--- config.mk ---
export PLATFORM = sky130hd
export DESIGN_NAME = multicycle_controller_flat
export DESIGN_NICKNAME = d
export VERILOG_FILES = /design/src/rtl/mc_ctrl_pkg.sv /design/src/rtl/multicycle_controller_if.sv /design/src/rtl/multicycle_controller_alu_decoder.sv /design/src/rtl/multicycle_controller.sv /design/src/flat_wrapper.sv
export SDC_FILE = /design/constraint.sdc
export NUM_CORES = 1
export LEC_CHECK = 0
export ABC_AREA = 1
export CAP_MARGIN = 20
export CORE_MARGIN = 2
export CORE_UTILIZATION = 41
export DETAILED_ROUTE_END_ITERATION = 12
export HOLD_SLACK_MARGIN = 0.06
export PLACE_DENSITY = 0.77
export RECOVER_POWER = 50
export SYNTH_ARGS = -nofsm -noshare
export SYNTH_HDL_FRONTEND = slang
export SYNTH_SLANG_ARGS = --single-unit
--- constraint.sdc ---
create_clock -name clk -period 1.6 [get_ports clk]
set_input_delay 0.48 -clock clk [delete_from_list [all_inputs] [get_ports clk]]
set_output_delay 0.48 -clock clk [all_outputs]
set_load 0.02 [all_outputs]
--- src/rtl/mc_ctrl_pkg.sv ---
// Shared encodings for the multi-cycle RV32I controller: FSM states, opcodes
// and the select/control codes driven onto the datapath.
package mc_ctrl_pkg;

  typedef enum logic [3:0] {
    S_RESET, S_FETCH, S_DECODE, S_MEMADR, S_MEMREAD, S_MEMWB, S_MEMWRITE,
    S_EXECR, S_EXECI, S_ALUWB, S_BRANCH, S_JAL, S_TRAP
  } state_t;

  // Which instruction class the ALU decoder is interpreting this cycle
  typedef enum logic [1:0] {ALUOP_ADD, ALUOP_BRANCH, ALUOP_R, ALUOP_I} aluop_t;

  localparam logic [6:0] OP_LW  = 7'b0000011;
  localparam logic [6:0] OP_SW  = 7'b0100011;
  localparam logic [6:0] OP_R   = 7'b0110011;
  localparam logic [6:0] OP_I   = 7'b0010011;
  localparam logic [6:0] OP_BR  = 7'b1100011;
  localparam logic [6:0] OP_JAL = 7'b1101111;

  localparam logic [2:0] ALU_ADD = 3'b000;
  localparam logic [2:0] ALU_SUB = 3'b001;
  localparam logic [2:0] ALU_AND = 3'b010;
  localparam logic [2:0] ALU_OR  = 3'b011;
  localparam logic [2:0] ALU_SLT = 3'b101;

  localparam logic [1:0] IMM_I = 2'b00;
  localparam logic [1:0] IMM_S = 2'b01;
  localparam logic [1:0] IMM_B = 2'b10;
  localparam logic [1:0] IMM_J = 2'b11;

  localparam logic [1:0] SRCA_PC    = 2'b00;
  localparam logic [1:0] SRCA_OLDPC = 2'b01;
  localparam logic [1:0] SRCA_REG   = 2'b10;

  localparam logic [1:0] SRCB_REG  = 2'b00;
  localparam logic [1:0] SRCB_IMM  = 2'b01;
  localparam logic [1:0] SRCB_FOUR = 2'b10;

  localparam logic [1:0] RES_ALUOUT = 2'b00;
  localparam logic [1:0] RES_DATA   = 2'b01;
  localparam logic [1:0] RES_ALURES = 2'b10;

endpackage

--- src/rtl/multicycle_controller_if.sv ---
// Shared instruction/data memory port: req/ready handshake plus address select.
// The request stays asserted with a stable address until mem_ready is seen.
interface multicycle_controller_if;
  logic mem_req;
  logic mem_write;
  logic adr_src;
  logic mem_ready;

  modport master (output mem_req, output mem_write, output adr_src, input mem_ready);
  modport slave  (input mem_req, input mem_write, input adr_src, output mem_ready);
endinterface

--- src/rtl/multicycle_controller_alu_decoder.sv ---
// Combinational ALU control decode from instruction class, funct3 and funct7[5].
// Zero latency; no handshake. legal=0 flags encodings the datapath cannot execute.
module alu_decoder
  import mc_ctrl_pkg::*;
(
  input  aluop_t     aluop,
  input  logic [2:0] funct3,
  input  logic       funct7b5,
  output logic [2:0] alu_ctrl,
  output logic       legal
);

  always_comb begin
    alu_ctrl = ALU_ADD;
    legal    = 1'b1;
    case (aluop)
      ALUOP_BRANCH: begin
        alu_ctrl = ALU_SUB;
        legal    = (funct3 == 3'b000) || (funct3 == 3'b001);
      end
      ALUOP_R, ALUOP_I: begin
        case (funct3)
          3'b000:  alu_ctrl = (aluop == ALUOP_R && funct7b5) ? ALU_SUB : ALU_ADD;
          3'b111:  alu_ctrl = ALU_AND;
          3'b110:  alu_ctrl = ALU_OR;
          3'b010:  alu_ctrl = ALU_SLT;
          default: legal = 1'b0;
        endcase
        // Only add/sub is distinguished by funct7 in R-type
        if (aluop == ALUOP_R && funct7b5 && funct3 != 3'b000) begin
          legal = 1'b0;
        end
      end
      default: ;
    endcase
  end

endmodule

--- src/rtl/multicycle_controller.sv ---
// Main FSM of a multi-cycle RV32I datapath: fetch/decode/execute/memory/writeback.
// Latency 3-5 cycles per instruction; FETCH/MEMREAD/MEMWRITE stall while mem_ready=0.
module multicycle_controller
  import mc_ctrl_pkg::*;
#(
  parameter int DATA_WIDTH = 32
) (
  input  logic                    clk,
  input  logic                    rst_n,
  multicycle_controller_if.master mem,
  input  logic [DATA_WIDTH-1:0]   instr,
  input  logic                    zero,
  output logic                    ir_write,
  output logic                    pc_write,
  output logic                    reg_write,
  output logic [1:0]              alu_src_a,
  output logic [1:0]              alu_src_b,
  output logic [2:0]              alu_ctrl,
  output logic [1:0]              imm_src,
  output logic [1:0]              result_src,
  output logic                    illegal,
  output logic [DATA_WIDTH-1:0]   instret
);

  state_t                state, state_n;
  logic                  illegal_q;
  logic [DATA_WIDTH-1:0] instret_q;
  logic                  retire;
  aluop_t                aluop;
  logic [2:0]            dec_ctrl;
  logic                  dec_legal;
  logic                  unused_instr_bits;

  wire [6:0] opcode = instr[6:0];
  wire [2:0] funct3 = instr[14:12];

  assign unused_instr_bits = ^{instr[DATA_WIDTH-1:31], instr[29:15], instr[11:7]};

  always_comb begin
    case (state)
      S_EXECR:  aluop = ALUOP_R;
      S_EXECI:  aluop = ALUOP_I;
      S_BRANCH: aluop = ALUOP_BRANCH;
      default:  aluop = ALUOP_ADD;
    endcase
  end

  alu_decoder u_alu_decoder (
    .aluop    (aluop),
    .funct3   (funct3),
    .funct7b5 (instr[30]),
    .alu_ctrl (dec_ctrl),
    .legal    (dec_legal)
  );

  always_ff @(posedge clk or negedge rst_n) begin
    if (!rst_n) begin
      state     <= S_RESET;
      illegal_q <= 1'b0;
      instret_q <= '0;
    end else begin
      state <= state_n;
      if (state_n == S_TRAP) begin
        illegal_q <= 1'b1;
      end
      if (retire) begin
        instret_q <= instret_q + {{(DATA_WIDTH-1){1'b0}}, 1'b1};
      end
    end
  end

  always_comb begin
    state_n       = state;
    retire        = 1'b0;
    mem.mem_req   = 1'b0;
    mem.mem_write = 1'b0;
    mem.adr_src   = 1'b0;
    ir_write      = 1'b0;
    pc_write      = 1'b0;
    reg_write     = 1'b0;
    alu_src_a     = SRCA_PC;
    alu_src_b     = SRCB_REG;
    alu_ctrl      = ALU_ADD;
    imm_src       = IMM_I;
    result_src    = RES_ALUOUT;
    case (state)
      S_RESET: state_n = S_FETCH;
      S_FETCH: begin
        mem.mem_req = 1'b1;
        alu_src_a   = SRCA_PC;
        alu_src_b   = SRCB_FOUR;
        result_src  = RES_ALURES;
        if (mem.mem_ready) begin
          ir_write = 1'b1;
          pc_write = 1'b1;
          state_n  = S_DECODE;
        end
      end
      S_DECODE: begin
        // Branch/jump target is computed here so BRANCH/JAL can use ALUOut
        alu_src_a = SRCA_OLDPC;
        alu_src_b = SRCB_IMM;
        imm_src   = (opcode == OP_JAL) ? IMM_J : IMM_B;
        case (opcode)
          OP_LW, OP_SW: state_n = S_MEMADR;
          OP_R:         state_n = S_EXECR;
          OP_I:         state_n = S_EXECI;
          OP_BR:        state_n = S_BRANCH;
          OP_JAL:       state_n = S_JAL;
          default:      state_n = S_TRAP;
        endcase
      end
      S_MEMADR: begin
        alu_src_a = SRCA_REG;
        alu_src_b = SRCB_IMM;
        if (opcode == OP_SW) begin
          imm_src = IMM_S;
          state_n = S_MEMWRITE;
        end else begin
          imm_src = IMM_I;
          state_n = S_MEMREAD;
        end
      end
      S_MEMREAD: begin
        mem.mem_req = 1'b1;
        mem.adr_src = 1'b1;
        if (mem.mem_ready) state_n = S_MEMWB;
      end
      S_MEMWB: begin
        reg_write  = 1'b1;
        result_src = RES_DATA;
        retire     = 1'b1;
        state_n    = S_FETCH;
      end
      S_MEMWRITE: begin
        mem.mem_req   = 1'b1;
        mem.mem_write = 1'b1;
        mem.adr_src   = 1'b1;
        if (mem.mem_ready) begin
          retire  = 1'b1;
          state_n = S_FETCH;
        end
      end
      S_EXECR, S_EXECI: begin
        alu_src_a = SRCA_REG;
        alu_src_b = (state == S_EXECI) ? SRCB_IMM : SRCB_REG;
        imm_src   = IMM_I;
        alu_ctrl  = dec_ctrl;
        state_n   = dec_legal ? S_ALUWB : S_TRAP;
      end
      S_ALUWB: begin
        reg_write  = 1'b1;
        result_src = RES_ALUOUT;
        retire     = 1'b1;
        state_n    = S_FETCH;
      end
      S_BRANCH: begin
        alu_src_a  = SRCA_REG;
        alu_src_b  = SRCB_REG;
        alu_ctrl   = dec_ctrl;
        result_src = RES_ALUOUT;
        if (dec_legal) begin
          pc_write = funct3[0] ? ~zero : zero;
          retire   = 1'b1;
          state_n  = S_FETCH;
        end else begin
          state_n  = S_TRAP;
        end
      end
      S_JAL: begin
        // PC takes the target from ALUOut while the ALU forms OldPC+4 for rd
        pc_write   = 1'b1;
        result_src = RES_ALUOUT;
        alu_src_a  = SRCA_OLDPC;
        alu_src_b  = SRCB_FOUR;
        state_n    = S_ALUWB;
      end
      S_TRAP:  state_n = S_TRAP;
      default: state_n = S_RESET;
    endcase
  end

  assign illegal = illegal_q;
  assign instret = instret_q;

endmodule

--- src/flat_wrapper.sv ---
// flat-port wrapper written by rule: the top's interface ports become plain ports
module multicycle_controller_flat import mc_ctrl_pkg::*;
#(
  parameter int DATA_WIDTH = 32
)
  (clk, rst_n, instr, zero, ir_write, pc_write, reg_write, alu_src_a, alu_src_b, alu_ctrl, imm_src, result_src, illegal, instret, mem_mem_req, mem_mem_write, mem_adr_src, mem_mem_ready);
  multicycle_controller_if mem_i ();
  input  logic clk;
  input  logic rst_n;
  input  logic [DATA_WIDTH-1:0] instr;
  input  logic zero;
  output logic ir_write;
  output logic pc_write;
  output logic reg_write;
  output logic [1:0] alu_src_a;
  output logic [1:0] alu_src_b;
  output logic [2:0] alu_ctrl;
  output logic [1:0] imm_src;
  output logic [1:0] result_src;
  output logic illegal;
  output logic [DATA_WIDTH-1:0] instret;
  output wire logic [$bits(mem_i.mem_req)-1:0] mem_mem_req;
  output wire logic [$bits(mem_i.mem_write)-1:0] mem_mem_write;
  output wire logic [$bits(mem_i.adr_src)-1:0] mem_adr_src;
  input wire logic [$bits(mem_i.mem_ready)-1:0] mem_mem_ready;
  assign mem_mem_req = mem_i.mem_req;
  assign mem_mem_write = mem_i.mem_write;
  assign mem_adr_src = mem_i.adr_src;
  assign mem_i.mem_ready = mem_mem_ready;
  multicycle_controller #(.DATA_WIDTH(DATA_WIDTH)) u_core (.clk(clk), .rst_n(rst_n), .mem(mem_i), .instr(instr), .zero(zero), .ir_write(ir_write), .pc_write(pc_write), .reg_write(reg_write), .alu_src_a(alu_src_a), .alu_src_b(alu_src_b), .alu_ctrl(alu_ctrl), .imm_src(imm_src), .result_src(result_src), .illegal(illegal), .instret(instret));
endmodule
# Word level (Yosys, flattened, before mapping)
# Index checks and enable logic that the tools add are counted.
[classes]
reduce_logical = 19
n_eq_ne = 26
n_mux = 34
addsub = 1
n_bitwise = 1
[op_table]
columns = ["operator", "n"]
rows = [
  ["$pmux 4 s10", 1],
  ["$add 32x1->32 const B", 1],
  ["$eq 4x4->1 const B", 6],
  ["$pmux 4 s5", 1],
  ["$eq 4x3->1 const B", 4],
  ["$mux 4", 4],
  ["$reduce_or 2->1", 8],
  ["$mux 1", 15],
  ["$eq 7x6->1 const B", 2],
  ["$eq 7x7->1 const B", 2],
  ["$pmux 2 s2", 3],
  ["$pmux 2 s3", 2],
  ["$pmux 3 s4", 1],
  ["$reduce_or 3->1", 3],
  ["$eq 4x2->1 const B", 2],
  ["$reduce_or 4->1", 2],
  ["$eq 7x2->1 const B", 1],
  ["$eq 7x5->1 const B", 1],
  ["$eq 3x3->1 const B", 2],
  ["$mux 3", 2],
  ["$pmux 1 s3", 2],
  ["$pmux 3 s2", 1],
  ["$eq 2x2->1 const B", 2],
  ["$eq 4x1->1 const B", 1],
  ["other kinds (11)", 12],
]
[word_totals]
reg_bits = 37
out_inout_bits = 50

# Logic depth before layout (Yosys ltp)
[logic_depth]
ltp_word = 10
ltp_mapped = 11

# Hierarchy
# Synthesis repeated with hierarchy kept, for this count alone.
[unflattened]
hier_cells = 445
area_unflattened_um2 = 2772.7
[modules_own_cells]
columns = ["module", "instances", "cells_per_inst", "area_per_inst_um2"]
rows = [
  ["multicycle_controller", 1, 420, 2672.6],
  ["alu_decoder", 1, 25, 100.1],
]

# Worst setup path after synthesis
# No wires, ideal clock.
[synth_timing]
path_kind = "register to output"
start = "reg u_core.state[2]"
end = "out pc_write"
t_required_ps = 1120
n_path_buf = 0
path_stages_with_launch = 6
path_slack_ps = -274
arrival_time_ps = 1394
path_cell_list = "dfrtp_1 > nor2_1 > nand2_1 > nor2_1 > inv_1 > o211ai_1"
[synth_between]
elab_chain_cells = 9
word_cells_on_any_way = 16
classes_between = "8 x eq/ne; 5 x mux; 3 x reduce/logical"
[synth_rtl]
columns = ["item", "line", "rtl"]
rows = [
  ["start, declared", "multicycle_controller.sv:25", "state_t state, state_n;"],
  ["start signal, assigned", "multicycle_controller.sv:62", "state <= state_n;"],
  ["$eq 4x4->1 (tied with other cells)", "multicycle_controller.sv:40, multicycle_controller.sv:86", ""],
  ["$pmux 2 s3", "multicycle_controller.sv:40", "case (state)"],
  ["$eq 2x2->1", "multicycle_controller_alu_decoder.sv:16, multicycle_controller_alu_decoder.sv:30", ""],
  ["$logic_and 1x1->1 (2 in a row)", "multicycle_controller_alu_decoder.sv:30", "if (aluop == ALUOP_R && funct7b5 && funct3 != 3'b000) begin"],
  ["$mux 1", "multicycle_controller_alu_decoder.sv:30", ""],
  ["$pmux 1 s2", "multicycle_controller_alu_decoder.sv:16", "case (aluop)"],
  ["$mux 1", "multicycle_controller.sv:162", "if (dec_legal) begin"],
  ["$pmux 1 s3 (*)", "multicycle_controller.sv:86", "case (state)"],
  ["end, declared", "flat_wrapper.sv:13", "output logic pc_write;"],
]
# Every way passes the cells marked *; elsewhere a longest branch is shown, timed or not.

# Worst setup path after layout
[layout_timing]
start = "reg u_core.state[1]"
end = "out alu_src_a[1]"
[layout_between]
elab_chain_cells = 3
word_cells_on_any_way = 9
classes_between = "6 x eq/ne; 1 x mux; 2 x reduce/logical"
[layout_rtl]
columns = ["item", "line", "rtl"]
rows = [
  ["$eq 4x3->1 (tied with other cells)", "multicycle_controller.sv:86", ""],
  ["$reduce_or 4->1 (no source line) or $reduce_or 2->1 (tied branches)", "n/a", ""],
  ["$pmux 2 s2 (*)", "multicycle_controller.sv:86", ""],
  ["end, declared", "flat_wrapper.sv:15", "output logic [1:0] alu_src_a;"],
]
# Marks and branches as above.

==> impl_metrics.tcl <==
set metrics [dict create \
    portBuffers 64 \
    via_count 3105 \
    cp-start-kind "flop" \
    drc 1 \
    die_w_um 80.7 \
    core_um2 5610 \
    finalSetupViolCount 52 \
    worst_slew_pin_slew_ns 1.05 \
    syn2layout_area_growth_pct 81.3 \
    crit_top_cell "buf_4" \
    register_area_um2 932 \
    fin_crit_ns 2.10 \
    dr.first_iter.drc_count 199 \
    rsz0062_at_grt "yes" \
    die_h_um 80.7 \
    pwr_density_cell_nw_per_um2 1180 \
    final_area_um2 4380 \
    multiInputGateArea_um2 1650 \
    layout.nets 543 \
    grt_pass1_vias 3219 \
    p_int_w 0.00292 \
    top_usage_layer "met2" \
    routed_wl_um 9360 \
    overflow 0 \
    synth_area_um2 2410 \
    initial_core_util_pct 43.0 \
    violations "design-rule violations, negative setup slack" \
    fin_crit_sh_pct 131 \
    clock-sinks 37 \
    avgSynthCellArea_um2 7.06 \
    irDropWorstVdd_uv 891 \
    antenna_cells 0 \
    antenna_left 0 \
    status "finished, violations left" \
    clock.fmax_mhz 476 \
    cp-end-kind "output pin" \
    drv_cap 0 \
    placed_cell_area_um2 3740 \
    gp_congestion 0.985 \
    ctsHtreeMaxLevel 2 \
    swShare_pct 43.6 \
    crit_arrival_ns 1.62 \
    crit_fanout 7 \
    ys_ff_latch 37 \
    yosysSeqAreaShare_pct 38.4 \
    clockRootBuffer "clkbuf_8" \
    grt.total_usage_pct 28.9 \
    io_pins 86 \
    grtUsageMet3_pct 4.27 \
    wire_per_inst_um 16.2 \
    synth.distinct_cells 28 \
    critical_path.cell_chain "buf_4 > nand2_4 > nor2_4 > buf_4 > or2_4 > buf_6" \
    syn_nets 379 \
    antenna_found_initial 0 \
    drive_above_1_share_pct 42.4 \
    syn_inst 342 \
    dp_hpwl_um 5800 \
    cts_tree "done" \
    cts.hold.buffers_added 0 \
    critical_path_required_ns 1.12 \
    switching_power_w 0.00226 \
    max_slew_margin_pct 30.2 \
    vias_per_cell 5.36 \
    setup_ws_ns -0.502 \
    cts_made_buffers 5 \
    hp-class "primary input to async pin" \
    clkLatencyLatePin_ns 0.30 \
    ys_warn_count 0 \
    clock_path_buffers 2 \
    cpMaxStageDelayCell "dfrtp_2" \
    power_frac_seq_pct 24.9 \
    met2_usage_pct 54.0 \
    met1_usage_pct 31.3 \
    worstSetupPathType "flop to output pin" \
    fill_cells 368 \
    power_leakage_nw 2.24 \
    drv_slew 0 \
    combPwrFrac_pct 62.0 \
    clk_pin_slew_worst_paths_ns 0.08 \
    pwr-share-clk_pct 13.1 \
    dieArea_um2 6520 \
    fin_skew_ns 0.00875 \
    first_pass_iters 11 \
    grt_first_pass_wirelength_um 14500 \
    hold_ws_ns 0.335 \
    grt_max_degree 21 \
    rows 27 \
    hold_violations 0 \
    slowest_delay_ns 0.50 \
]
[layout by cell type, fill, tap and decap left out, drive strengths merged]
cell type and instances:
a211oi 1, a21oi 4, buf 110, clkbuf 9
clkdlybuf4s15 8, clkdlybuf4s50 4, clkinv 2, clkinvlp 1
dfrtp 37, dlygate4sd2 32, ha 1, inv 51
nand2 98, nand3 31, nand3b 1, nand4 13
nor2 45, nor3 18, o211ai 1, o21a 1
o21ai 9, or2 1, xnor2 12, xor2 17
[logic make-up (layout without fill, tap and decap cells)]
group / count (synthesis) / after routing / share of synthesized area [%]
flops: 37 / 37 / 38.4
buf+inv: 53 / 217 / 8.61
xor+xnor: 29 / 29 / 10.5
simple gates: 206 / 207 / 38.2
compound gates: 16 / 16 / 3.78
fa+ha+maj: 1 / 1 / 0.518
[final timing paths]
check | cells past startpoint | end | slack [ns] | start
max | 6 | alu_src_a[1] | -0.50 | u_core.state[1]$_DFF_PN0_
min | 1 | u_core.instret[18]$_DFFE_PN0P_ | 0.34 | rst_n
max reg2reg | 11 | u_core.instret[22]$_DFFE_PN0P_ | -0.46 | u_core.state[2]$_DFF_PN0_
min reg2reg | 2 | u_core.illegal$_DFFE_PN0N_ | 0.46 | u_core.illegal$_DFFE_PN0N_
max in group asynchronous | 2 | u_core.instret[14]$_DFFE_PN0P_ | 0.25 | rst_n
min in group clk | 2 | u_core.illegal$_DFFE_PN0N_ | 0.46 | u_core.illegal$_DFFE_PN0N_
[timing repair]
action                                  in CTS  in global routing
setup buffers                               20                 16
cloned                                       1                  0
resized for setup                          232                 47
pin swaps                                   31                 21
endpoints found under the setup margin      85                 63
[layer usage]
metal	vias to the layer above	wire, µm
li1	1431	-
met1	1479	3510
met2	151	4950
met3	44	527
met4	0	365
met5	-	0
[flip-flops by register name (all words and copies together), names as in the netlist]
register,cells
u_core.instret,32
u_core.state,4
u_core.illegal,1
[worst max-delay path: cells and delay by family, from the launching register on]
family | cells | cell delay, ns
simple gates | 3 | 0.38
buf+inv | 3 | 0.43
flops | 1 | 0.50
[cells in the mapped netlist, drive strengths merged]
cell type | count | area [µm²]
o211ai | 1 | 7.51
inv | 51 | 191
dfrtp | 37 | 926
o21ai | 9 | 48.8
ha | 1 | 12.5
nor3 | 18 | 95.1
nand2 | 98 | 375
or2 | 1 | 6.26
nand4 | 13 | 81.3
nand3 | 30 | 168
buf | 2 | 16.3
a21oi | 4 | 20.0
a211oi | 1 | 7.51
nand3b | 1 | 7.51
o21a | 1 | 7.51
xnor2 | 12 | 105
nor2 | 45 | 189
xor2 | 17 | 149
[through the flow]
step	instances	TNS (ns)	util (%)	setup slack [ns]	power (W)
floorplan	342	-0.121	-	-0.0608	0.00233
global placement	544	-25.03	66.6	-0.892	0.00354
detailed placement	544	-26.15	66.6	-0.932	0.00360
CTS	572	-13.15	75.6	-0.477	0.00473
global route	579	-21.17	78.0	-0.583	0.00540
finish	579	-17.20	78.0	-0.502	0.00518
[power groups by stage]
stage / Clock [W] / Sequential, W / Combinational (W)
4_1_cts: 0.000679 / 0.00126 / 0.00279
3_3_place_gp: 0 / 0.00126 / 0.00227
5_1_grt: 0.000721 / 0.00130 / 0.00337
2_1_floorplan: 0 / 0.00136 / 0.000972
6_report: 0.000678 / 0.00129 / 0.00321
3_5_place_dp: 0 / 0.00127 / 0.00234
[area by class of cell]
class	instances	share of cell area, %
clock buffer	5	1.57
clock inverter	3	0.400
inverter	51	4.66
multi-input combinational	253	37.8
sequential	37	21.3
tap	72	2.06
timing repair buffer	158	32.2
Power figures use the tool's default switching activity.
